<file path="config.mk">
export PLATFORM = sky130hd
export DESIGN_NAME = alu_control_seq
export DESIGN_NICKNAME = d
export VERILOG_FILES = /design/src/rtl/alu_ctl_pkg.sv /design/src/rtl/md_busy_counter.sv /design/src/rtl/alu_control_seq.sv
export SDC_FILE = /design/constraint.sdc
export NUM_CORES = 1
export LEC_CHECK = 0
export ABC_AREA = 1
export BUFFER_PORTS_ARGS = -buffer_cell sky130_fd_sc_hd__buf_4
export CORE_MARGIN = 3
export CORE_UTILIZATION = 52
export DETAILED_ROUTE_END_ITERATION = 10
export PLACE_DENSITY = 0.77
export SYNTH_ARGS = -nofsm -noshare
export SYNTH_HDL_FRONTEND = slang
export SYNTH_SLANG_ARGS = --single-unit
export TNS_END_PERCENT = 10
</file>
<file path="constraint.sdc">
create_clock -name clk -period 1.8 [get_ports clk]
set_input_delay 0 -clock clk [delete_from_list [all_inputs] [get_ports clk]]
set_output_delay 0 -clock clk [all_outputs]
set_load 0.05 [all_outputs]
</file>
<file path="src/rtl/alu_ctl_pkg.sv">
// alu_ctl_pkg: shared encodings for the registered ALU control decoder.
//   - alu_ctl codes (4-bit; zero-extended to CTL_W by the consumer)
//   - ALUOp encodings, R-type funct and imm_op selector constants
//   - mult/div op enum and decode result struct
package alu_ctl_pkg;

  // alu_ctl codes
  localparam logic [3:0] ALU_AND     = 4'd0;
  localparam logic [3:0] ALU_OR      = 4'd1;
  localparam logic [3:0] ALU_ADD     = 4'd2;
  localparam logic [3:0] ALU_XOR     = 4'd3;
  localparam logic [3:0] ALU_SLL     = 4'd4;
  localparam logic [3:0] ALU_SRL     = 4'd5;
  localparam logic [3:0] ALU_SUB     = 4'd6;
  localparam logic [3:0] ALU_SLT     = 4'd7;
  localparam logic [3:0] ALU_SRA     = 4'd8;
  localparam logic [3:0] ALU_SLTU    = 4'd9;
  localparam logic [3:0] ALU_LUI     = 4'd10;
  localparam logic [3:0] ALU_PASS    = 4'd11;
  localparam logic [3:0] ALU_NOR     = 4'd12;
  localparam logic [3:0] ALU_INVALID = 4'd15;

  // ALUOp
  localparam logic [1:0] ALUOP_ADD   = 2'b00;
  localparam logic [1:0] ALUOP_SUB   = 2'b01;
  localparam logic [1:0] ALUOP_RTYPE = 2'b10;
  localparam logic [1:0] ALUOP_IMM   = 2'b11;

  // R-type funct
  localparam logic [5:0] FN_SLL   = 6'h00;
  localparam logic [5:0] FN_SRL   = 6'h02;
  localparam logic [5:0] FN_SRA   = 6'h03;
  localparam logic [5:0] FN_MFHI  = 6'h10;
  localparam logic [5:0] FN_MFLO  = 6'h12;
  localparam logic [5:0] FN_MULT  = 6'h18;
  localparam logic [5:0] FN_MULTU = 6'h19;
  localparam logic [5:0] FN_DIV   = 6'h1A;
  localparam logic [5:0] FN_DIVU  = 6'h1B;
  localparam logic [5:0] FN_ADD   = 6'h20;
  localparam logic [5:0] FN_ADDU  = 6'h21;
  localparam logic [5:0] FN_SUB   = 6'h22;
  localparam logic [5:0] FN_SUBU  = 6'h23;
  localparam logic [5:0] FN_AND   = 6'h24;
  localparam logic [5:0] FN_OR    = 6'h25;
  localparam logic [5:0] FN_XOR   = 6'h26;
  localparam logic [5:0] FN_NOR   = 6'h27;
  localparam logic [5:0] FN_SLT   = 6'h2A;
  localparam logic [5:0] FN_SLTU  = 6'h2B;

  // imm_op selector
  localparam logic [2:0] IMM_ADDI  = 3'd0;
  localparam logic [2:0] IMM_ANDI  = 3'd1;
  localparam logic [2:0] IMM_ORI   = 3'd2;
  localparam logic [2:0] IMM_XORI  = 3'd3;
  localparam logic [2:0] IMM_SLTI  = 3'd4;
  localparam logic [2:0] IMM_SLTIU = 3'd5;
  localparam logic [2:0] IMM_LUI   = 3'd6;
  localparam logic [2:0] IMM_ILL   = 3'd7;

  typedef enum logic [1:0] {
    MD_MULT  = 2'd0,
    MD_MULTU = 2'd1,
    MD_DIV   = 2'd2,
    MD_DIVU  = 2'd3
  } md_op_e;

  typedef struct packed {
    logic [3:0] ctl;
    logic       illegal;
    logic       is_md;    // launches the mult/div unit
    md_op_e     md_op;
  } dec_t;

  // Functs that read HI/LO or occupy the mult/div unit.
  function automatic logic is_hilo(input logic [5:0] fn);
    return (fn == FN_MFHI) || (fn == FN_MFLO) || (fn[5:2] == FN_MULT[5:2]);
  endfunction

endpackage

</file>
<file path="src/rtl/md_busy_counter.sv">
// md_busy_counter: loadable down-counter tracking the mult/div unit.
//   clk, rst_n : clock, async active-low reset
//   load       : a mult/div was accepted this cycle
//   is_div     : selects DIV_CYCLES (1) or MULT_CYCLES (0) on load
//   busy       : counter nonzero; high for exactly N cycles after load
module md_busy_counter #(
  parameter int MULT_CYCLES = 4,
  parameter int DIV_CYCLES  = 32
) (
  input  logic clk,
  input  logic rst_n,
  input  logic load,
  input  logic is_div,
  output logic busy
);

  localparam int MAXC = (MULT_CYCLES > DIV_CYCLES) ? MULT_CYCLES : DIV_CYCLES;
  localparam int CW   = $clog2(MAXC + 1);

  logic [CW-1:0] cnt;

  // Load wins over decrement; the top never loads while busy because
  // mult/div instructions stall until the count drains.
  always_ff @(posedge clk or negedge rst_n) begin
    if (!rst_n)            cnt <= '0;
    else if (load)         cnt <= is_div ? CW'(DIV_CYCLES) : CW'(MULT_CYCLES);
    else if (cnt != '0)    cnt <= cnt - CW'(1);
  end

  assign busy = (cnt != '0);

endmodule

</file>
<file path="src/rtl/alu_control_seq.sv">
// alu_control_seq: registered ALU control decode at the ID/EX boundary,
// plus sequencing/stall for the multi-cycle mult/div unit.
//   clk, rst_n          : clock, async active-low reset
//   in_valid            : ID presents a valid instruction
//   alu_op[1:0]         : 00 add, 01 sub, 10 R-type (func_code), 11 imm (imm_op)
//   func_code[5:0]      : R-type funct
//   imm_op[2:0]         : immediate-op selector
//   flush               : squash the instruction being captured
//   stall               : comb; HI/LO or mult/div instruction while unit busy
//   out_valid           : registered alu_ctl valid for EX
//   alu_ctl[CTL_W-1:0]  : registered control code (15 = invalid)
//   illegal             : registered; accepted instruction was undefined
//   md_start, md_op     : registered one-cycle launch pulse and operation
//   md_busy             : mult/div unit still computing
// CTL_W must be >= 4; MULT_CYCLES/DIV_CYCLES must be >= 1.
module alu_control_seq
  import alu_ctl_pkg::*;
#(
  parameter int CTL_W         = 4,
  parameter int MULT_CYCLES   = 4,
  parameter int DIV_CYCLES    = 32,
  parameter int ENABLE_MULDIV = 1
) (
  input  logic             clk,
  input  logic             rst_n,
  input  logic             in_valid,
  input  logic [1:0]       alu_op,
  input  logic [5:0]       func_code,
  input  logic [2:0]       imm_op,
  input  logic             flush,
  output logic             stall,
  output logic             out_valid,
  output logic [CTL_W-1:0] alu_ctl,
  output logic             illegal,
  output logic             md_start,
  output logic [1:0]       md_op,
  output logic             md_busy
);

  function automatic dec_t decode(input logic [1:0] op, input logic [5:0] fn,
                                  input logic [2:0] im);
    dec_t d;
    d.ctl     = ALU_INVALID;
    d.illegal = 1'b0;
    d.is_md   = 1'b0;
    d.md_op   = MD_MULT;
    case (op)
      ALUOP_ADD: d.ctl = ALU_ADD;
      ALUOP_SUB: d.ctl = ALU_SUB;
      ALUOP_RTYPE: begin
        // Full 6-bit compare: no aliasing on the low nibble.
        case (fn)
          FN_ADD, FN_ADDU: d.ctl = ALU_ADD;
          FN_SUB, FN_SUBU: d.ctl = ALU_SUB;
          FN_AND:          d.ctl = ALU_AND;
          FN_OR:           d.ctl = ALU_OR;
          FN_XOR:          d.ctl = ALU_XOR;
          FN_NOR:          d.ctl = ALU_NOR;
          FN_SLT:          d.ctl = ALU_SLT;
          FN_SLTU:         d.ctl = ALU_SLTU;
          FN_SLL:          d.ctl = ALU_SLL;
          FN_SRL:          d.ctl = ALU_SRL;
          FN_SRA:          d.ctl = ALU_SRA;
          FN_MFHI, FN_MFLO: begin
            if (ENABLE_MULDIV != 0) d.ctl = ALU_PASS;
            else                    d.illegal = 1'b1;
          end
          FN_MULT, FN_MULTU, FN_DIV, FN_DIVU: begin
            if (ENABLE_MULDIV != 0) begin
              d.ctl   = ALU_PASS;
              d.is_md = 1'b1;
              d.md_op = md_op_e'(fn[1:0]);
            end else begin
              d.illegal = 1'b1;
            end
          end
          default: d.illegal = 1'b1;
        endcase
      end
      default: begin  // ALUOP_IMM
        case (im)
          IMM_ADDI:  d.ctl = ALU_ADD;
          IMM_ANDI:  d.ctl = ALU_AND;
          IMM_ORI:   d.ctl = ALU_OR;
          IMM_XORI:  d.ctl = ALU_XOR;
          IMM_SLTI:  d.ctl = ALU_SLT;
          IMM_SLTIU: d.ctl = ALU_SLTU;
          IMM_LUI:   d.ctl = ALU_LUI;
          default:   d.illegal = 1'b1;  // IMM_ILL
        endcase
      end
    endcase
    return d;
  endfunction

  dec_t dec;
  logic accept;
  logic cnt_busy;

  assign dec = decode(alu_op, func_code, imm_op);

  // Only HI/LO readers and new mult/div ops wait on the unit; flush does not
  // mask stall so ID/IF hold stays consistent with the busy window.
  assign stall  = in_valid & md_busy & (alu_op == ALUOP_RTYPE) & is_hilo(func_code);
  assign accept = in_valid & ~stall & ~flush;

  md_busy_counter #(
    .MULT_CYCLES (MULT_CYCLES),
    .DIV_CYCLES  (DIV_CYCLES)
  ) u_cnt (
    .clk    (clk),
    .rst_n  (rst_n),
    .load   (accept & dec.is_md),
    .is_div (dec.md_op[1]),
    .busy   (cnt_busy)
  );

  assign md_busy = (ENABLE_MULDIV != 0) && cnt_busy;

  // alu_ctl/illegal/md_op hold across bubbles; only the valid bits pulse.
  always_ff @(posedge clk or negedge rst_n) begin
    if (!rst_n) begin
      out_valid <= 1'b0;
      alu_ctl   <= CTL_W'(ALU_INVALID);
      illegal   <= 1'b0;
      md_start  <= 1'b0;
      md_op     <= 2'd0;
    end else begin
      out_valid <= accept;
      md_start  <= accept & dec.is_md;
      if (accept) begin
        alu_ctl <= CTL_W'(dec.ctl);
        illegal <= dec.illegal;
      end
      if (accept & dec.is_md) md_op <= dec.md_op;
    end
  end

endmodule

</file>
== Word level (Yosys, flattened, before mapping) ==
Cells that the tools add are included.

* Add/sub/neg operators: 1
* Equal/unequal tests: 27
* Muxes and demuxes: 11
* Bitwise operators: 8
* Reductions and logical operators: 14

{| class="wikitable"
|+ Operators by type and width
! operator !! number
|-
| 6-bit == test, second input constant || 10
|-
| 4-bit case mux with 12 select lines || 1
|-
| 6-bit by 5-bit == test with 1-bit output, second input constant || 6
|-
| 4-bit case mux with 7 select lines || 1
|-
| 19-bit OR reduction || 1
|-
| 6-bit two-way mux || 3
|-
| 6-bit by 2-bit == test with 1-bit output, second input constant || 2
|-
| 4-bit case mux with 3 select lines || 1
|-
| 3-bit == test, second input constant || 3
|-
| 7-bit OR reduction || 1
|-
| 1-bit bitwise AND || 6
|-
| 3-bit by 2-bit == test with 1-bit output, second input constant || 2
|-
| 6-bit logical NOT || 1
|-
| 3-bit two-way mux || 2
|-
| 6-bit nonzero test || 1
|-
| 2-bit OR reduction || 3
|-
| 6-bit OR reduction || 1
|-
| 6-bit by 1-bit subtractor with 6-bit output, second input constant || 1
|-
| 4-bit by 3-bit == test with 1-bit output, second input constant || 1
|-
| 4-bit OR reduction || 1
|-
| 3-bit by 1-bit == test with 1-bit output, second input constant || 1
|-
| 3-bit logical NOT || 1
|-
| 2-bit by 1-bit == test with 1-bit output, second input constant || 1
|-
| 2-bit == test, second input constant || 1
|-
| other kinds (6) || 9
|}

* Flip-flop bits (word level): 15
* Input bits: 15
* Output and inout port bits: 11

== Longest topological paths before layout ==
* Depth in word-level cells: 9
* Depth in mapped cells: 12
* Mapped depth without buffers: 12

== Modules after synthesis ==
From an unflattened synthesis, not the netlist that was laid out.

* Cells, all modules: 151
* Area total of the unflattened synthesis: 1086.0 sq um

{| class="wikitable"
|+ Modules (own cells, without submodules)
! module !! instances !! cells each !! area each (sq um)
|-
| alu_control_seq || 1 || 106 || 716.9
|-
| md_busy_counter || 1 || 45 || 369.1
|}

== Worst setup path before layout ==
No wires, ideal clock.

* Path kind: register -> register
* From: register u_cnt.cnt[0]
* To: register md_op[0]
* Setup time: 0.122 ns
* Arrival time: 1.414 ns
* Required time: 1.678 ns
* Slack: 0.264 ns
* Cell stages (with the launch flop): 12
* Buffers on the path: 0
* Cell sequence: dfrtp_1 inv_1 ha_1 nand2_2 nor2_4 nand2_4 nand4_4 nand2_4 inv_6 nand2_4 nand2_1 o21ai_1

* Longest elaborated chain between the ends: 8

{| class="wikitable"
|+ Ends and longest elaborated chain
! element !! RTL line !! RTL
|-
| start: declaration || md_busy_counter.sv:20 || <nowiki>logic [CW-1:0] cnt;</nowiki>
|-
| start signal: assignment || md_busy_counter.sv:26 || <nowiki>else if (load) cnt <= is_div ? CW'(DIV_CYCLES) : CW'(MULT_CYCLES);</nowiki>
|-
| start signal: assignment || md_busy_counter.sv:27 || <nowiki>else if (cnt != '0) cnt <= cnt - CW'(1);</nowiki>
|-
| 6-bit nonzero test || md_busy_counter.sv:30 || <nowiki>assign busy = (cnt != '0);</nowiki>
|-
| named net md_busy || alu_control_seq.sv:37 || <nowiki>output logic md_busy</nowiki>
|-
| 1-bit bitwise AND (3 in series) || alu_control_seq.sv:104 || <nowiki>assign stall = in_valid & md_busy & (alu_op == ALUOP_RTYPE) & is_hilo(func_code);</nowiki>
|-
| 1-bit inverter || alu_control_seq.sv:105 || <nowiki>assign accept = in_valid & ~stall & ~flush;</nowiki>
|-
| 1-bit bitwise AND (2 in series) || alu_control_seq.sv:105 ||
|-
| named net accept || alu_control_seq.sv:97 || <nowiki>logic accept;</nowiki>
|-
| 1-bit bitwise AND || alu_control_seq.sv:135 || <nowiki>if (accept & dec.is_md) md_op <= dec.md_op;</nowiki>
|-
| end signal: assignment || alu_control_seq.sv:135 ||
|-
| end: declaration || alu_control_seq.sv:36 || <nowiki>output logic [1:0] md_op,</nowiki>
|}

The timed path passes the listed nets, and every way through them passes these cells.
A chain may end at the register's enable or synchronous reset.

== Worst setup path after layout ==
* From: register u_cnt.cnt[0]
* To: output port stall

* Longest elaborated chain between the ends: 4

{| class="wikitable"
|+ Ends and longest elaborated chain
! element !! RTL line !! RTL
|-
| 6-bit nonzero test || md_busy_counter.sv:30 ||
|-
| 1-bit bitwise AND (3 in series) || alu_control_seq.sv:104 ||
|-
| end: declaration || alu_control_seq.sv:31 || <nowiki>output logic stall,</nowiki>
|}

Every way passes these cells.

==> flow_summary.json <==
{
  "status": "finished clean",
  "final_cell_mix": "nand2_1, buf_4, inv_1, nor2_1, dfrtp_1",
  "worstMarginPinSlew_ns": 0.3247,
  "drtIter0Drc": 32,
  "ff2ff_path_depth": 11,
  "rows": 15,
  "grt_pass1_wl_mm": 4.195,
  "cts-htree-levels": 1,
  "syn2layout_area_growth_pct": 25.46,
  "cts_tree": "yes",
  "dr_total_vias": 1019,
  "wire_per_inst_um": 11.58,
  "nets": 200,
  "pwr-share-clk": 0.155,
  "max_freq_mhz": 636.5,
  "die-height_um": 51.70,
  "fin_crit_sh": 0.8728,
  "holdPathStages": 4,
  "skew_ns": 0.004948,
  "io_buffers": 25,
  "yosysSeqAreaShare": 0.3502,
  "io_pins": 26,
  "clock-sinks": 15,
  "seq_power_share": 0.404,
  "worstSetupPathType": "flip-flop to output port",
  "cts_buffers": 3,
  "endpoint_kind": "output port",
  "cp_max_fo": 6,
  "syn_inst": 151,
  "synth_area_per_cell_um2": 7.192,
  "r2r-start": "u_cnt.cnt[0]",
  "syn_area_um2": 1086,
  "layout_commonest_cell": "nand2_1",
  "dp_hpwl_mm": 1.935,
  "p_sw_mw": 0.5333,
  "grt_overflow_total": 0,
  "seq_area_um2": 380.4,
  "setup_viol": 0,
  "dp_cells": 201,
  "fin_crit_ns": 1.571,
  "grt_pass1_vias": 970,
  "yosysUniqueCellTypes": 24,
  "fp.dieArea_um2": 2673,
  "min_from": "alu_op[0]",
  "drive_gt1_frac": 0.3115,
  "drv_cap": 0,
  "cts_root_buf": "clkbuf_4",
  "ys_ff_latch": 15,
  "clk_pin_slew_ns": 0.09,
  "sw_frac_of_total": 0.4242,
  "slew_viol_final": 0,
  "syn-num-nets": 167,
  "design_area_um2": 1363,
  "critPathRequiredTime_ns": 1.80,
  "n_fill_cell": 159,
  "antenna_found_initial": 0,
  "coreArea_um2": 1839,
  "combinationalPowerShare": 0.441,
  "routed_wl_mm": 2.408,
  "arrival_ns": 1.57,
  "post_drt_via_cell_ratio": 4.899,
  "multi_input_area_um2": 618.1,
  "grt_usage": 0.2129,
  "ff2ff_setup_slack_ns": 0.25,
  "dpl_cell_area_um2": 1305,
  "yosysWarnings": 0,
  "worstHoldEndpoint": "alu_ctl[0]",
  "setup_tns_ns": 0,
  "power_leakage_nw": 0.7571,
  "num_antenna_cells": 0,
  "hold_violations": 0,
  "chipWidth_um": 51.70,
  "start_util": 0.5905,
  "rsz0062_at_grt": "false",
  "clockBufferDepth": 2,
  "finalNonFillerCells": 208,
  "grt_max_degree": 16,
  "p_int_mw": 0.7240,
  "drt_pass1_iterations": 4,
  "p_per_area_nw_per_um2": 922.8,
  "finalPower_mw": 1.257,
  "vdd_drop_max_mv": 0.7393,
  "drc_errors": 0,
  "clk_latency_ns": 0.29,
  "place.gp.congestion": 0.8379,
  "r2r_end": "md_op[0]",
  "start_kind": "flip-flop",
  "hp-class": "primary input to flip-flop",
  "maxSlewHeadroom": 0.7819,
  "ant_nets": 0
}
-- cells by family after synthesis --
| family | Yosys count | synth area share |
|---|---|---|
| adder cells (fa/ha/maj) | 1 | 0.01152 |
| AND/OR/NAND/NOR | 97 | 0.4723 |
| AO/OA/AOI/OAI | 13 | 0.06106 |
| flip-flops | 15 | 0.3502 |
| buffers and inverters | 22 | 0.08064 |
| XOR/XNOR | 3 | 0.02420 |
-- stage by stage --
stage	hold WS (ns)	util	worst slack, ns
after floorplan	-0.2956	-	0.2638
after global placement	-0.1385	0.7095	0.3262
after CTS	0.03472	0.7408	0.2178
after detailed placement	-0.1373	0.7095	0.2756
after global routing	0.04759	0.7408	0.1227
final	0.04800	0.7408	0.2290
-- state kept, by name (all words and copies together), names as in the netlist --
name,count
md_op,2
out_valid,1
alu_ctl,4
md_start,1
u_cnt.cnt,6
illegal,1
-- critical path, stage by stage, from the launching register on --
cell	delay (ns)
dfrtp_1	0.40
inv_1	0.08
ha_1	0.21
nand2_2	0.09
nor2_4	0.11
nand2_4	0.09
nand4_4	0.08
inv_1	0.04
buf_4	0.18
-- how the worst max path moves through the flow --
stage,slack (ns),endpoint,startpoint
2_1_floorplan,0.26,md_op[0],u_cnt.cnt[0]
3_3_place_gp,0.33,md_op[1],u_cnt.cnt[0]
3_5_place_dp,0.28,md_op[1],u_cnt.cnt[0]
4_1_cts,0.22,stall,u_cnt.cnt[0]
5_1_grt,0.12,stall,u_cnt.cnt[0]
6_report,0.23,stall,u_cnt.cnt[0]
-- layer usage --
layer,up-vias,GRT usage,share of wire
met3,4,0.05158,0.060
met1,446,0.2899,0.47
met4,0,0.06550,0.010
met2,30,0.3326,0.46
met5,-,0,0
li1,539,-,-
-- synthesized netlist by cell type, drive strengths merged --
| master | n | share of area |
|---|---|---|
| a21oi | 6 | 0.028 |
| a31oi | 1 | 0.0058 |
| dfrtp | 11 | 0.25 |
| dfstp | 4 | 0.097 |
| ha | 1 | 0.012 |
| inv | 22 | 0.081 |
| nand2 | 50 | 0.21 |
| nand3 | 11 | 0.060 |
| nand4 | 4 | 0.037 |
| nor2 | 27 | 0.12 |
| nor3 | 3 | 0.014 |
| nor3b | 1 | 0.0069 |
| nor4 | 1 | 0.020 |
| o21ai | 6 | 0.028 |
| xor2 | 3 | 0.024 |
-- cell type report --
| type | count | area share |
|---|---|---|
| multi-input cells | 114 | 0.4536 |
| flip-flops and latches | 15 | 0.2792 |
| repair buffers | 28 | 0.1598 |
| inverters | 22 | 0.06428 |
| well taps | 25 | 0.02296 |
| clock buffers | 3 | 0.01653 |
| clock inverters | 1 | 0.003673 |
-- power groups by stage --
stage | Combinational (mW) | Clock [mW] | Sequential (mW)
floorplan | 0.333 | 0 | 0.582
global placement | 0.546 | 0 | 0.514
detailed placement | 0.552 | 0 | 0.514
CTS | 0.560 | 0.203 | 0.507
global route | 0.614 | 0.220 | 0.521
finish | 0.554 | 0.195 | 0.508
-- timing repair --
action                                  in CTS  in global routing
hold buffers                                 3                  0
resized for setup                            0                  0
endpoints found under the setup margin       0                  0
hold endpoints to repair                    18                  0
setup buffers                                0                  0
Note: power is estimated with default switching activity, not from simulation.
